==> config.mk <==
export PLATFORM = sky130hd
export DESIGN_NAME = serial_adder
export DESIGN_NICKNAME = d
export VERILOG_FILES = /design/src/rtl/serial_adder.sv
export SDC_FILE = /design/constraint.sdc
export NUM_CORES = 1
export LEC_CHECK = 0
export CAP_MARGIN = 20
export CORE_MARGIN = 2
export CORE_UTILIZATION = 51
export DETAILED_ROUTE_END_ITERATION = 10
export GPL_ROUTABILITY_DRIVEN = 0
export PLACE_DENSITY = 0.82
export SYNTH_ARGS = -nofsm -noshare
export SYNTH_HDL_FRONTEND = slang
export SYNTH_SLANG_ARGS = --single-unit
==> constraint.sdc <==
create_clock -name clk -period 1.73 [get_ports clk]
set_clock_uncertainty 0.2 [all_clocks]
set_input_delay 0.173 -clock clk [delete_from_list [all_inputs] [get_ports clk]]
set_output_delay 0.173 -clock clk [all_outputs]
set_load 0.02 [all_outputs]
==> src/rtl/serial_adder.sv <==
// Bit-serial unsigned adder: one full-adder slice plus registered carry, LSB first.
// Define SERIAL_ADDER_OVERFLOW_EN to add a registered signed-overflow output.
module serial_adder #(
  parameter int WIDTH = 4
) (
  input  logic             clk,
  input  logic             rst_n,
  input  logic             start,
  input  logic [WIDTH-1:0] a,
  input  logic [WIDTH-1:0] b,
  output logic             busy,
  output logic             done,
  output logic [WIDTH-1:0] sum,
  output logic             carry
`ifdef SERIAL_ADDER_OVERFLOW_EN
  ,
  output logic             overflow
`endif
);

  localparam int CW = $clog2(WIDTH + 1);

  typedef enum logic [1:0] {
    IDLE,
    RUN,
    DONE
  } state_t;

  state_t state, state_nx;

  logic [WIDTH-1:0] a_sr, b_sr, psum, psum_nx;
  logic [CW-1:0]    cnt;
  logic             c, s, c_nx;
  logic             h1, g1, g2;
  logic             last, load;

  // Full adder built from two half-adder cells.
  always_comb begin
    h1      = a_sr[0] ^ b_sr[0];
    g1      = a_sr[0] & b_sr[0];
    s       = h1 ^ c;
    g2      = h1 & c;
    c_nx    = g1 | g2;
    psum_nx = (psum >> 1) | (WIDTH'(s) << (WIDTH - 1));
    last    = (cnt == CW'(WIDTH - 1));
  end

  always_ff @(posedge clk or negedge rst_n) begin
    if (!rst_n) state <= IDLE;
    else        state <= state_nx;
  end

  always_comb begin
    state_nx = state;
    busy     = 1'b0;
    done     = 1'b0;
    load     = 1'b0;
    unique case (state)
      IDLE: begin
        if (start) begin
          load     = 1'b1;
          state_nx = RUN;
        end
      end
      RUN: begin
        busy = 1'b1;
        if (last) state_nx = DONE;
      end
      DONE: begin
        done = 1'b1;
        if (start) begin
          load     = 1'b1;
          state_nx = RUN;
        end else begin
          state_nx = IDLE;
        end
      end
      default: state_nx = IDLE;
    endcase
  end

  always_ff @(posedge clk or negedge rst_n) begin
    if (!rst_n) begin
      a_sr  <= '0;
      b_sr  <= '0;
      psum  <= '0;
      c     <= 1'b0;
      cnt   <= '0;
      sum   <= '0;
      carry <= 1'b0;
`ifdef SERIAL_ADDER_OVERFLOW_EN
      overflow <= 1'b0;
`endif
    end else if (load) begin
      a_sr <= a;
      b_sr <= b;
      psum <= '0;
      c    <= 1'b0;
      cnt  <= '0;
    end else if (state == RUN) begin
      a_sr <= a_sr >> 1;
      b_sr <= b_sr >> 1;
      psum <= psum_nx;
      c    <= c_nx;
      cnt  <= cnt + 1'b1;
      if (last) begin
        sum   <= psum_nx;
        carry <= c_nx;
`ifdef SERIAL_ADDER_OVERFLOW_EN
        // c is the carry into the MSB on this final bit.
        overflow <= c ^ c_nx;
`endif
      end
    end
  end

endmodule

==> impl_metrics.ini, run 1 <==
[clock_network]
numCtsBuffers = 3
clk_pin_slew_ps = 110
cts_tree = yes
cts.path.max_buffers = 2
cts_sinks = 22
post-cts-setup-buffers = 0
insertion_delay_ps = 310
htreeDepth = 1
root_buffer = clkbuf_4

[die]
dieWidth_um = 50.3
row_count = 16
coreArea_mm2 = 0.00198
dieArea_mm2 = 0.00253
io_pins = 18
die_y_um = 50.3
start_util = 0.551

[critical_path]
reg2reg_depth = 4
r2r_slack_ps = 140
arrival_ps = 1290
slowest_delay_ps = 600
cpMaxStageDelayCell = clkdlybuf4s50_1
critPathBufInv = 1
path_class = reg2out
cp_max_fo = 2
cpLargestDelayFamily = buffers and inverters
critPathCapture = carry
crit_path_start_kind = flip-flop
cp-end-kind = output port
crit_start = carry
timing.rr.end = sum[0]
path_cells = clkdlybuf4s50_1
cp.required_ps = 1360
path_depth = 1
crit-reg2reg-launch = cnt[0]

[grt]
grt_pass1_vias = 802
antenna_found_initial = 0
grt_max_degree = 23
grtUsageTotal = 0.192
grt_pass1_wl_um = 3640
grt-ovfl-total = 0

[sta]
timing.final.crit_period_ps = 1660
rsz0062_at_grt = false
setup_viol = 0
fmax_mhz = 602
hold_slack_ps = -0.944
fin_tns_setup_ps = 0
worst_pin_slew_ps = 275
slew_violations = 0
finalHoldViolations = 2
period_share = 0.961
relSlewSlack = 0.817

[job]
drv_cap = 0

[yosys]
synth_edf_count = 0
syn-mean-instance-area_um2 = 11.7
yosys.area.top_type = dfrtp_1
postSynth.asyncResetShare = 1.00
synthCells = 93
ys_seq_area_frac = 0.504
yosysWarnings = 0
ys_types = 22
synth_common_cells = dfrtp_1, mux2i_1, o21ai_0
synth_area_mm2 = 0.00109
synth_area_leaders = dfrtp_1, mux2i_1, mux2_4
ys.flop_type = dfrtp_1
syn-num-nets = 107
synth_top_area_frac = 0.504
ys_ff_latch = 22
yosysMostFrequentCell = dfrtp_1

[pwr]
ir_worst_vdd_v = 0.000880
power_w = 0.00226
power_density_mw_per_mm2 = 1680
leakage_nw = 0.600

[detailed_routing]
finalWirelength_um = 1990
drtAntennaViolNets = 0
vias_per_cell = 5.45
vias = 780
drt_iter0_markers = 15
drcViolationCount = 0
dr.pass1.iters = 6
wl_per_cell_um = 13.9

[finish]
n_antenna_cell = 0
area_delta_synth_final_pct = 23.0
final_layout_size_suffix_gt1_frac = 0.164
multiInputGateArea_um2 = 490
seqCellArea_um2 = 551
fill_cells = 145
finalNetCount = 132
stdcell_count = 143

[placement]
place_hpwl_um = 1500
port_buffers = 17
post-place-cells = 140

[status]
status = finished with violations
violations = negative hold slack

[worst_hold_path]
hp-class = in2async
## metrics by stage
stage,util,worst slack (ps),instance area (um^2),hold WS (ps)
3_5_place_dp,0.667,121,1320,294
2_1_floorplan,-,231,1090,-323
3_3_place_gp,0.667,138,1320,287
6_report,0.678,67.7,1340,-0.944
4_1_cts,0.677,31.5,1340,5.43
5_1_grt,0.678,0.391,1340,39.5
## how the worst min path moves through the flow
stage | end | cells after the start | from | slack (ps)
after detailed placement | sum[2] | 1 | sum[2] | 290
after global placement | psum[1] | 2 | psum[1] | 290
after floorplan | a_sr[0] | 0 | rst_n | -320
after CTS | psum[3] | 2 | rst_n | 5
after global routing | psum[3] | 2 | rst_n | 40
final | psum[3] | 2 | rst_n | -0.9
## flip-flops by register name, indices dropped and copies added (netlist names)
signal / count
c: 1
a_sr: 4
sum: 4
carry: 1
cnt: 3
b_sr: 4
psum: 3
state: 2
## placed cells by master, fill, tap and decap left out
| master | netlist | routed |
|---|---|---|
| nand2_4 | 1 | 1 |
| nor2b_1 | 6 | 6 |
| mux2_4 | 5 | 5 |
| dlygate4sd2_1 | 0 | 1 |
| clkdlybuf4s50_1 | 0 | 15 |
| mux2i_1 | 13 | 13 |
| inv_4 | 1 | 1 |
| buf_4 | 1 | 8 |
| nand2b_1 | 1 | 1 |
| inv_1 | 3 | 3 |
| nor2_1 | 1 | 1 |
| o21ai_0 | 9 | 9 |
| a22o_1 | 1 | 1 |
| dfrtp_1 | 22 | 22 |
| nand2b_4 | 1 | 1 |
| ha_1 | 2 | 2 |
| clkdlybuf4s15_1 | 0 | 1 |
| nand3_1 | 4 | 4 |
| fa_1 | 1 | 1 |
| a32oi_1 | 1 | 1 |
| clkbuf_4 | 0 | 3 |
| a21oi_1 | 5 | 5 |
| a211oi_1 | 5 | 5 |
| nand2_1 | 6 | 6 |
## cell type report
type | count | share of cell area
Tap cell | 27 | 0.0251
Timing Repair Buffer | 25 | 0.170
Sequential cell | 22 | 0.410
Multi-Input combinational cell | 62 | 0.365
Clock buffer | 3 | 0.0168
Inverter | 4 | 0.0130
## timing repair
action                                  CTS  global route
resized for setup                         2             1
pin swaps                                 0             0
endpoints found under the setup margin    2             1
hold buffers                              0             0
## power breakdown
part / leakage (nW) / total, W / switching (W) / internal (W)
Sequential: 0.274 / 0.000927 / 0.000179 / 0.000748
Combinational: 0.312 / 0.00110 / 0.000530 / 0.000572
Clock: 0.0138 / 0.000229 / 0.000148 / 0.0000815
## kinds of logic after synthesis
family	after synthesis	share of synthesized area
AO/OA/AOI/OAI	21	0.115
adder cells (fa/ha/maj)	3	0.0412
buffers and inverters	9	0.0470
flip-flops	22	0.504
multiplexers	18	0.188
AND/OR/NAND/NOR	20	0.105
## metal layers
layer | vias up | routed length (um) | track usage
li1 | 374 | - | -
met1 | 377 | 917 | 0.265
met5 | - | 0 | 0
met3 | 3 | 80 | 0.0298
met2 | 26 | 961 | 0.292
met4 | 0 | 29 | 0.0972
Power figures use the tool's default switching activity.
==> inputs of run 2 (changes only) <==
Settings changed: PLACE_DENSITY 0.82 to default, PLACE_DENSITY_LB_ADDON from default to 0.08.
==> impl_metrics.ini, run 2 (same netlist as run 1, synthesis figures left out) <==
[grt]
grtUsageTotal = 0.189
grt_pass1_wl_um = 3470
grt_max_degree = 23
antenna_found_initial = 0
grt_pass1_vias = 749
grt-ovfl-total = 0

[finish]
seqCellArea_um2 = 551
final_common_cell = dfrtp_1
top_regs = a_sr: 4 flops, b_sr: 4 flops, sum: 4 flops
final_layout_size_suffix_gt1_frac = 0.157
multiInputGateArea_um2 = 490
finalNetCount = 130
fin_util = 0.687
fill_cells = 153
area_delta_synth_final_pct = 24.6
n_antenna_cell = 0
most-common-layout-cells = dfrtp_1, mux2i_1, clkdlybuf4s50_1

[critical_path]
crit_path_start_kind = flip-flop
cp.required_ps = 1360
crit-reg2reg-launch = cnt[0]
cp-end-kind = output port
path_class = reg2out
cp_max_fo = 2
timing.rr.end = sum[3]
critPathCapture = sum[2]
path_cells = clkdlybuf4s50_1
crit_start = sum[2]
critPathBufInv = 1
path_depth = 1
arrival_ps = 1290
reg2reg_depth = 4
r2r_slack_ps = 130
slowest_delay_ps = 600
cpMaxStageDelayCell = clkdlybuf4s50_1
cpLargestDelayFamily = buffers and inverters

[die]
io_pins = 18
start_util = 0.551
die_y_um = 50.3
dieArea_mm2 = 0.00253
coreArea_mm2 = 0.00198
row_count = 16
dieWidth_um = 50.3

[pwr]
switching_share = 0.361
switching_power_w = 0.000857
seq_power_share = 0.391
power_density_mw_per_mm2 = 1740
p_comb_frac = 0.440
ir_worst_vdd_v = 0.00116
p_clk_frac = 0.170
p_int_w = 0.00152
leakage_nw = 0.624

[clock_network]
cts_sinks = 22
clk_pin_slew_ps = 130
root_buffer = clkbuf_4
cts.path.max_buffers = 2
insertion_delay_ps = 310
numCtsBuffers = 3
cts_tree = yes
htreeDepth = 1

[worst_hold_path]
hp-class = in2reg

[sta]
rsz0062_at_grt = false
timing.final.crit_period_ps = 1660
relSlewSlack = 0.753
fmax_mhz = 601
setup_viol = 0
hold_slack_ps = 272
slew_violations = 0
period_share = 0.962
fin_tns_setup_ps = 0
worst_pin_slew_ps = 369
finalHoldViolations = 0

[placement]
place_hpwl_um = 1410
port_buffers = 17

[detailed_routing]
drt_iter0_markers = 6
drtAntennaViolNets = 0
wl_per_cell_um = 13.7
drcViolationCount = 0
finalWirelength_um = 1940
vias_per_cell = 5.32
vias = 756
dr.pass1.iters = 2

[job]
drv_cap = 0

[status]
status = completed
run 2: cell type report:
cell class | instances | share of cell area
repair buffers | 23 | 0.159
clock inverters | 1 | 0.0221
inverters | 4 | 0.0129
clock buffers | 3 | 0.0165
well taps | 27 | 0.0248
flip-flops and latches | 22 | 0.404
multi-input cells | 62 | 0.360
run 2: worst reg2reg max path: cells and delay by family, from the launching register on:
| family | cells | cell delay [ps] |
|---|---|---|
| fa+ha+maj | 2 | 420 |
| flops | 1 | 420 |
| simple gates | 1 | 140 |
| mux | 1 | 320 |
run 2: through the flow:
stage / cells / cell area, um^2 / setup WS, ps / total power [W]
final: 142 / 1360 / 65.1 / 0.00237
after global routing: 142 / 1360 / 11.5 / 0.00257
after CTS: 142 / 1360 / 0.948 / 0.00242
after detailed placement: 137 / 1300 / 118 / 0.00202
after global placement: 137 / 1300 / 146 / 0.00197
after floorplan: 93 / 1090 / 231 / 0.00168
run 2: power by group through the flow:
stage	registers [W]	logic, W	clock network [W]
finish	0.000927	0.00104	0.000403
global route	0.000962	0.00117	0.000430
CTS	0.000934	0.00107	0.000412
detailed placement	0.000945	0.00108	0
global placement	0.000930	0.00104	0
floorplan	0.000960	0.000720	0
run 2: worst min path at each step:
stage / startpoint / slack (ps) / end / cells after the start
global placement: cnt[2] / 290 / cnt[2] / 1
floorplan: rst_n / -320 / a_sr[0] / 0
CTS: a[2] / 260 / a_sr[2] / 3
global route: a[2] / 280 / a_sr[2] / 3
detailed placement: sum[0] / 290 / sum[0] / 1
finish: a[2] / 270 / a_sr[2] / 3
run 2: what timing repair did:
item	in CTS	in global routing
endpoints found under the setup margin	2	3
buffers inserted	0	0
gates resized for setup	2	4
endpoints found under the hold margin	13	0
hold buffers	1	0
run 2: per-layer routing:
layer | global-route usage | routed length, um
met2 | 0.305 | 956
met3 | 0.0357 | 67
met1 | 0.239 | 885
met5 | 0 | 0
met4 | 0.0972 | 34
